**config.mk**
```make
export PLATFORM = sky130hd
export DESIGN_NAME = hazard_ctrl_flat
export DESIGN_NICKNAME = d
export VERILOG_FILES = /design/src/rtl/hazard_ctrl_if.sv /design/src/rtl/hazard_ctrl.sv /design/src/flat_wrapper.sv
export SDC_FILE = /design/constraint.sdc
export NUM_CORES = 1
export LEC_CHECK = 0
export ABC_AREA = 1
export CAP_MARGIN = 20
export CORE_MARGIN = 10
export CORE_UTILIZATION = 53
export CTS_CLUSTER_SIZE = 40
export DETAILED_ROUTE_END_ITERATION = 6
export MAX_ROUTING_LAYER = met4
export PLACE_DENSITY = 0.85
export SLEW_MARGIN = 0
export SYNTH_ARGS = -nofsm -noshare
export SYNTH_HDL_FRONTEND = slang
export SYNTH_SLANG_ARGS = --single-unit
```
**constraint.sdc**
```tcl
create_clock -name clk -period 2.6 [get_ports clk]
set_input_delay 0.52 -clock clk [delete_from_list [all_inputs] [get_ports clk]]
set_output_delay 0.52 -clock clk [all_outputs]
set_load 0.05 [all_outputs]
```
**src/rtl/hazard_ctrl_if.sv**
```systemverilog
// hazard_ctrl_if: ID-side decode inputs and pipeline control outputs of the hazard controller
interface hazard_ctrl_if #(parameter int CNT_W = 16);
  logic [3:0] p0_addr, p1_addr, dst_addr_ID, dst_addr_DM_WB;
  logic re0, re1, we_ID, ld_ID, lwi_ID, dm_stall, flush;
  logic stall_PC, stall_IF_ID, stall_ID_EX, stall_EX_DM, stall_DM_WB;
  logic bubble_ID_EX, flush_IF_ID, byp0_EX, byp0_DM, byp1_EX, byp1_DM;
  logic LWI_instr_EX_DM, we_DM_WB;
  logic [CNT_W-1:0] stall_cnt;
  modport master(
    output p0_addr, p1_addr, re0, re1, dst_addr_ID, we_ID, ld_ID, lwi_ID, dm_stall, flush,
    input stall_PC, stall_IF_ID, stall_ID_EX, stall_EX_DM, stall_DM_WB, bubble_ID_EX, flush_IF_ID,
    input byp0_EX, byp0_DM, byp1_EX, byp1_DM, LWI_instr_EX_DM, dst_addr_DM_WB, we_DM_WB, stall_cnt
  );
  modport slave(
    input p0_addr, p1_addr, re0, re1, dst_addr_ID, we_ID, ld_ID, lwi_ID, dm_stall, flush,
    output stall_PC, stall_IF_ID, stall_ID_EX, stall_EX_DM, stall_DM_WB, bubble_ID_EX, flush_IF_ID,
    output byp0_EX, byp0_DM, byp1_EX, byp1_DM, LWI_instr_EX_DM, dst_addr_DM_WB, we_DM_WB, stall_cnt
  );
endinterface

```
**src/rtl/hazard_ctrl.sv**
```systemverilog
// hazard_ctrl: tracks in-flight destinations, drives bypass selects, load-use stall, flush and pipeline holds
module hazard_ctrl #(
  parameter int NUM_REGS = 16,
  parameter int CNT_W = 16
) (
  input logic clk,
  input logic rst_n,
  hazard_ctrl_if.slave bus
);
  localparam int AW = $clog2(NUM_REGS);
  typedef struct packed {
    logic [AW-1:0] dst;
    logic we, ld, lwi;
  } ent_t;
  typedef enum logic {RUN, LDUSE} state_t;
  state_t state, state_nx;
  ent_t id_ent, id_ex, ex_dm, dm_wb;
  logic [3:0] byp;
  logic [CNT_W-1:0] cnt;
  logic h0e, h1e, h0d, h1d, lu, lu_stall, bub;
  function automatic logic hit(input logic re, input logic [AW-1:0] a, input ent_t e);
    return re & e.we & (e.dst == a) & (a != '0);
  endfunction
  always_comb begin
    id_ent = '{dst: bus.dst_addr_ID, we: bus.we_ID, ld: bus.ld_ID, lwi: bus.lwi_ID};
    h0e = hit(bus.re0, bus.p0_addr, id_ex);
    h1e = hit(bus.re1, bus.p1_addr, id_ex);
    h0d = hit(bus.re0, bus.p0_addr, ex_dm);
    h1d = hit(bus.re1, bus.p1_addr, ex_dm);
    lu = (h0e | h1e) & id_ex.ld;
    lu_stall = (state == RUN) & lu & ~bus.flush & ~bus.dm_stall;
    bub = ~bus.dm_stall & (bus.flush | lu_stall);
    state_nx = bus.dm_stall ? state : (bus.flush ? RUN : (lu_stall ? LDUSE : RUN));
  end
  always_ff @(posedge clk) begin
    if (!rst_n) begin
      state <= RUN;
      id_ex <= '0;
      ex_dm <= '0;
      dm_wb <= '0;
      byp <= '0;
      cnt <= '0;
    end else begin
      state <= state_nx;
      if (!bus.dm_stall) begin
        id_ex <= bub ? '0 : id_ent;
        ex_dm <= id_ex;
        dm_wb <= ex_dm;
        byp <= bub ? '0 : {h0e, h0d & ~h0e, h1e, h1d & ~h1e};
      end
      if (bus.stall_PC && !(&cnt)) cnt <= cnt + 1'b1;
    end
  end
  assign bus.stall_PC = bus.dm_stall | lu_stall;
  assign bus.stall_IF_ID = bus.dm_stall | lu_stall;
  assign bus.stall_ID_EX = bus.dm_stall;
  assign bus.stall_EX_DM = bus.dm_stall;
  assign bus.stall_DM_WB = bus.dm_stall;
  assign bus.bubble_ID_EX = bub;
  assign bus.flush_IF_ID = ~bus.dm_stall & bus.flush;
  assign {bus.byp0_EX, bus.byp0_DM, bus.byp1_EX, bus.byp1_DM} = byp;
  assign bus.LWI_instr_EX_DM = ex_dm.lwi;
  assign bus.dst_addr_DM_WB = dm_wb.dst;
  assign bus.we_DM_WB = dm_wb.we;
  assign bus.stall_cnt = cnt;
endmodule

```
**src/flat_wrapper.sv**
```systemverilog
// flat-port wrapper written by rule: the top's interface ports become plain ports
module hazard_ctrl_flat 
#(
  parameter int NUM_REGS = 16,
  parameter int CNT_W = 16
)
  (clk, rst_n, bus_p0_addr, bus_p1_addr, bus_re0, bus_re1, bus_dst_addr_ID, bus_we_ID, bus_ld_ID, bus_lwi_ID, bus_dm_stall, bus_flush, bus_stall_PC, bus_stall_IF_ID, bus_stall_ID_EX, bus_stall_EX_DM, bus_stall_DM_WB, bus_bubble_ID_EX, bus_flush_IF_ID, bus_byp0_EX, bus_byp0_DM, bus_byp1_EX, bus_byp1_DM, bus_LWI_instr_EX_DM, bus_dst_addr_DM_WB, bus_we_DM_WB, bus_stall_cnt);
  hazard_ctrl_if #(.CNT_W(CNT_W)) bus_i ();
  input logic clk;
  input logic rst_n;
  input wire logic [$bits(bus_i.p0_addr)-1:0] bus_p0_addr;
  input wire logic [$bits(bus_i.p1_addr)-1:0] bus_p1_addr;
  input wire logic [$bits(bus_i.re0)-1:0] bus_re0;
  input wire logic [$bits(bus_i.re1)-1:0] bus_re1;
  input wire logic [$bits(bus_i.dst_addr_ID)-1:0] bus_dst_addr_ID;
  input wire logic [$bits(bus_i.we_ID)-1:0] bus_we_ID;
  input wire logic [$bits(bus_i.ld_ID)-1:0] bus_ld_ID;
  input wire logic [$bits(bus_i.lwi_ID)-1:0] bus_lwi_ID;
  input wire logic [$bits(bus_i.dm_stall)-1:0] bus_dm_stall;
  input wire logic [$bits(bus_i.flush)-1:0] bus_flush;
  output wire logic [$bits(bus_i.stall_PC)-1:0] bus_stall_PC;
  output wire logic [$bits(bus_i.stall_IF_ID)-1:0] bus_stall_IF_ID;
  output wire logic [$bits(bus_i.stall_ID_EX)-1:0] bus_stall_ID_EX;
  output wire logic [$bits(bus_i.stall_EX_DM)-1:0] bus_stall_EX_DM;
  output wire logic [$bits(bus_i.stall_DM_WB)-1:0] bus_stall_DM_WB;
  output wire logic [$bits(bus_i.bubble_ID_EX)-1:0] bus_bubble_ID_EX;
  output wire logic [$bits(bus_i.flush_IF_ID)-1:0] bus_flush_IF_ID;
  output wire logic [$bits(bus_i.byp0_EX)-1:0] bus_byp0_EX;
  output wire logic [$bits(bus_i.byp0_DM)-1:0] bus_byp0_DM;
  output wire logic [$bits(bus_i.byp1_EX)-1:0] bus_byp1_EX;
  output wire logic [$bits(bus_i.byp1_DM)-1:0] bus_byp1_DM;
  output wire logic [$bits(bus_i.LWI_instr_EX_DM)-1:0] bus_LWI_instr_EX_DM;
  output wire logic [$bits(bus_i.dst_addr_DM_WB)-1:0] bus_dst_addr_DM_WB;
  output wire logic [$bits(bus_i.we_DM_WB)-1:0] bus_we_DM_WB;
  output wire logic [$bits(bus_i.stall_cnt)-1:0] bus_stall_cnt;
  assign bus_i.p0_addr = bus_p0_addr;
  assign bus_i.p1_addr = bus_p1_addr;
  assign bus_i.re0 = bus_re0;
  assign bus_i.re1 = bus_re1;
  assign bus_i.dst_addr_ID = bus_dst_addr_ID;
  assign bus_i.we_ID = bus_we_ID;
  assign bus_i.ld_ID = bus_ld_ID;
  assign bus_i.lwi_ID = bus_lwi_ID;
  assign bus_i.dm_stall = bus_dm_stall;
  assign bus_i.flush = bus_flush;
  assign bus_stall_PC = bus_i.stall_PC;
  assign bus_stall_IF_ID = bus_i.stall_IF_ID;
  assign bus_stall_ID_EX = bus_i.stall_ID_EX;
  assign bus_stall_EX_DM = bus_i.stall_EX_DM;
  assign bus_stall_DM_WB = bus_i.stall_DM_WB;
  assign bus_bubble_ID_EX = bus_i.bubble_ID_EX;
  assign bus_flush_IF_ID = bus_i.flush_IF_ID;
  assign bus_byp0_EX = bus_i.byp0_EX;
  assign bus_byp0_DM = bus_i.byp0_DM;
  assign bus_byp1_EX = bus_i.byp1_EX;
  assign bus_byp1_DM = bus_i.byp1_DM;
  assign bus_LWI_instr_EX_DM = bus_i.LWI_instr_EX_DM;
  assign bus_dst_addr_DM_WB = bus_i.dst_addr_DM_WB;
  assign bus_we_DM_WB = bus_i.we_DM_WB;
  assign bus_stall_cnt = bus_i.stall_cnt;
  hazard_ctrl #(.NUM_REGS(NUM_REGS), .CNT_W(CNT_W)) u_core (.clk(clk), .rst_n(rst_n), .bus(bus_i));
endmodule
```
Word level (Yosys, flattened, before mapping)
Cells that the tools add are included.
Widths: inputs -> output; s select.
{ "totals": {"regBits": 39, "latch_bits": 0, "mem_bits_rw": 0, "mem_bits_ro": 0, "output_inout_bits": 33, "memories": 0} }
{ "classes": {"add_sub_neg": 1, "n_mul": 0, "div": 0, "magnitude_cmp": 0, "eq_ne": 4, "shifts": 0, "n_mux": 4, "n_bitwise": 28, "reduce_logical": 5} }
{ "ops": {"columns": ["operator", "n"], "rows": [
  ["$and 1x1->1", 20],
  ["$add 16x1->16 const B", 1],
  ["$eq 4x4->1", 4],
  ["$reduce_and 16->1", 1],
  ["$reduce_bool 4->1", 2],
  ["$mux 7", 1],
  ["$not 1->1", 5],
  ["$mux 4", 1],
  ["$or 1x1->1", 3],
  ["$mux 1", 2],
  ["$logic_and 1x1->1", 1],
  ["$logic_not 1->1", 1]
]} }

Longest topological paths before layout
{ "logic_depth": {"depth_word": 11, "depth_mapped": 13} }

Least setup slack after synthesis
Ideal clock, no wire load.
{ "synth_timing": {"path_kind": "input to output", "start": "input bus_flush", "end": "output bus_bubble_ID_EX", "arrival_time_ns": 1.733, "t_required_ns": 2.080, "slack_ns": 0.347, "cell_stages": 4, "cell_sequence": "inv_1 > nor2_1 > inv_1 > nand2_1"} }
{ "synth_via": {"elab_chain_cells": 5} }
{ "synth_lines": {"columns": ["item", "line_no", "rtl"], "rows": [
  ["start: declaration", "flat_wrapper.sv:20", "input wire logic [$bits(bus_i.flush)-1:0] bus_flush;"],
  ["$not 1->1", "hazard_ctrl.sv:31", "lu_stall = (state == RUN) & lu & ~bus.flush & ~bus.dm_stall;"],
  ["$and 1x1->1 (2 in a row)", "hazard_ctrl.sv:31", null],
  ["$or 1x1->1 (*)", "hazard_ctrl.sv:32", "bub = ~bus.dm_stall & (bus.flush | lu_stall);"],
  ["$and 1x1->1 (*)", "hazard_ctrl.sv:32", null],
  ["end: declaration", "flat_wrapper.sv:26", "output wire logic [$bits(bus_i.bubble_ID_EX)-1:0] bus_bubble_ID_EX;"]
]} }
Mark *: on every way between the ends. The rest lies on a longest branch, timed or not.

Worst setup path after layout
{ "layout_timing": {"start": "input bus_p0_addr[3]", "end": "output bus_bubble_ID_EX"} }
{ "layout_via": {"elab_chain_cells": 10} }
{ "layout_lines": {"columns": ["item", "line_no", "rtl"], "rows": [
  ["start: declaration", "flat_wrapper.sv:11", "input wire logic [$bits(bus_i.p0_addr)-1:0] bus_p0_addr;"],
  ["$eq 4x4->1", "hazard_ctrl.sv:22", "return re & e.we & (e.dst == a) & (a != '0);"],
  ["$and 1x1->1", "hazard_ctrl.sv:22", null],
  ["$and 1x1->1 (*)", "hazard_ctrl.sv:22", null],
  ["$or 1x1->1 (*)", "hazard_ctrl.sv:30", "lu = (h0e | h1e) & id_ex.ld;"],
  ["$and 1x1->1 (*)", "hazard_ctrl.sv:30", null],
  ["$and 1x1->1 (*) (3 in a row)", "hazard_ctrl.sv:31", null],
  ["$or 1x1->1 (*)", "hazard_ctrl.sv:32", null],
  ["$and 1x1->1 (*)", "hazard_ctrl.sv:32", null]
]} }
Marked as above.

==> reports/qor.txt <==
status: finished, final reports clean
FP Rows: 23
Peak supply drop: 0.000405 V
synth top area cells: dfxtp_1 35%, nand2_1 12%, nor2_1 6.7%
critical path's top delay family: buffers and inverters
residual DRC count: 0
count leader, synth: nand2_1
leakage power: 1.25 nW
Initial Utilization: 55.5%
initial antenna violation count: 0
Worst path depth: 10
number of I/O pins: 54
CP Max Fanout: 4
DR iter-0 viols: 150
Root Buffer Master: clkbuf_8
Yosys warning count: 0
total CTS buffers: 5
FF/Latch Area: 781 um^2
max-slew violation count: 0
crit path to: bus_bubble_ID_EX
RD Place Congestion: 0.931
sequential share of the synthesized area: 34.7%
post-DP HPWL: 4630 um
Worst R2R Start: u_core.bus.stall_cnt[0]$_SDFFE_PN0P_
Routed Antenna Nets: 0
clk buf depth: 2
Total Routed Length: 5870 um
Avg Inst Size Synth: 7.12 um^2
FILL cells: 349
placed instance area: 2840 um^2
post-CTS setup buffer count: 0
power per cell area: 436 nW/um^2
WP buf/inv: 3
CP Class: input port to primary output
routed vias/inst: 5.13
worst-margin pin slew: 0.512 ns
largest net degree at the start of global routing: 18
clock latency on the worst-skew pair: 0.29 ns
final worst path period need: 2.46 ns
number of global-route vias before repair: 2023
max frequency: 406 MHz
ys flop type: dfxtp_1
highest-delay cell along the critical path: clkdlybuf4s50_1
layout cells sized above 1: 14.2%
most frequent CP cell: nand2_1
CP startpoint: bus_p0_addr[3]
hold_sp: u_core.state$_SDFFE_PN0N_
CTS clk-pin slew, worst paths: 0.07 ns
endpoints failing hold: 0
die area: 7250 um^2
cell taking the most area after synthesis: dfxtp_1
Worst Path Required: 2.08 ns
Setup crit start kind: input port
crit end category: primary output
CTS sink cnt: 39
detailed-route via count: 2136
hold crit path type: flip-flop to flip-flop
list of most frequent post-synthesis cells: 73 x nand2_1, 40 x nor2_1, 39 x dfxtp_1
htree depth: 2
setup tns final: 0 ns
core footprint: 4060 um^2
CP max stage delay: 0.56 ns
Register-to-Register Path Depth: 11
Yosys top cell area share: 34.7%
wire per inst: 14.1 um
# hold bufs at CTS: 0
Port Buffers: 53
RSZ-0062 raised after global routing: no
Maximum Capacitance Violations: 0
Die Ht: 85.2 um
CTS tree: yes
final setup vio count: 0
Mapped Area: 2250 um^2
Final Net Count: 389
Rel. slew slack: 65.7%
Reg2Reg Setup Slack: 0.76 ns
area grow syn2layout: 29.7%
synthesized flop and latch total: 39
Post-synth EDFFs: 0
Post-Syn Nets: 338
GRT Total Usage: 16.9%
Gate Count Post-Synth: 316
post-synthesis cell type count: 28
area of the multi-input gates: 1230 um^2
fin crit share: 94.8%
1st-pass router iterations: 4
global-route wire length before repair: 9840 um
n_diodes: 0
r2r endpoint: u_core.bus.stall_cnt[10]$_SDFFE_PN0P_
gr ovfl total: 0
worst-path cell chain: clkdlybuf4s50_1 -> inv_2 -> nand2_1 -> nand2_1 -> nor2_2 -> nand3_2 -> nand2_2 -> nand3_1 -> nand2_1 -> buf_12
Max Clock Skew: 0.00606 ns
design area: 2920 um^2
Data arrival, critical path: 1.94 ns
die width: 85.2 um
ys async rst share: 0%
-- repair_timing --
item                                    in CTS  in global routing
hold endpoints to repair                     0                  0
endpoints found under the setup margin       0                  1
resized for setup                            0                  2
-- registers in the layout, summed over array words and instances (netlist names) --
name	flops
u_core.state	1
u_core.bus.dst_addr_DM_WB	4
u_core.bus.we_DM_WB	1
u_core.ex_dm	5
u_core.bus.stall_cnt	16
u_core.byp	4
u_core.id_ex	7
u_core.bus.LWI_instr_EX_DM	1
-- placed cells by master (no fill, tap or decap), types with 5 or more instances in the layout --
| master | instances |
|---|---|
| nand2_1 | 73 |
| clkdlybuf4s50_1 | 44 |
| nor2_1 | 40 |
| dfxtp_1 | 39 |
| inv_1 | 29 |
| o21ai_0 | 21 |
| a21oi_1 | 20 |
| nand3_1 | 16 |
| xor2_1 | 12 |
| nand3_2 | 10 |
| a21oi_2 | 8 |
| buf_12 | 7 |
| xnor2_1 | 6 |
| buf_4 | 6 |
| nor3_1 | 5 |
| clkbuf_8 | 5 |
-- worst register-to-register path, cell delays in order (launching register included) --
cell and delay (ns):
dfxtp_1 0.43, ha_1 0.22, nand2_1 0.08, inv_1 0.08, nand2_2 0.08, inv_2 0.08
nand2_4 0.07, nor2_8 0.11, nand2_4 0.17, nand2_4 0.23, nand2_1 0.07, a21oi_1 0.14
-- cells by family after synthesis --
logic type / after synthesis / share of synthesized area (%)
AO/OA/AOI/OAI: 49 / 12.2
buffers and inverters: 48 / 10.7
XOR/XNOR: 18 / 7.00
adder cells (fa/ha/maj): 1 / 0.556
AND/OR/NAND/NOR: 161 / 34.9
flip-flops: 39 / 34.7
-- report_power, final --
group,total [mW],switching [mW],internal [mW]
clock,0.377,0.198,0.179
combinational,0.258,0.154,0.104
sequential,0.638,0.0189,0.619
-- metrics by stage --
step	hold WS (ns)	utilization (%)	total power [mW]	setup WS, ns	cells
after floorplan	0.434	-	0.808	0.347	316
after global placement	0.453	70.1	0.907	0.161	410
after detailed placement	0.459	70.1	0.909	0.123	410
after CTS	0.472	71.8	1.28	0.110	416
after global routing	0.492	72.0	1.33	0.0422	416
final	0.471	72.0	1.27	0.136	416
-- how the worst min path moves through the flow --
stage / cells past startpoint / slack, ns / to
final: 2 / 0.47 / u_core.state$_SDFFE_PN0N_
after CTS: 2 / 0.47 / u_core.state$_SDFFE_PN0N_
after floorplan: 2 / 0.43 / u_core.bus.LWI_instr_EX_DM$_SDFFE_PN0N_
after global routing: 2 / 0.49 / u_core.state$_SDFFE_PN0N_
after detailed placement: 2 / 0.46 / u_core.state$_SDFFE_PN0N_
after global placement: 2 / 0.45 / u_core.byp[0]$_SDFFE_PN0N_
-- metal layers --
metal	share of wire, %	track usage (%)
met4	1.8	5.54
met1	45	20.1
met5	0	-
met3	5.8	6.12
met2	47	25.7
-- cell type report --
cell class	count	share of cell area [%]
Clock buffer	6	2.49
Sequential cell	39	26.7
Tap cell	50	2.14
Timing Repair Buffer	59	22.3
Inverter	33	4.24
Multi-Input combinational cell	229	42.1
Note: power is estimated with default switching activity, not from simulation.
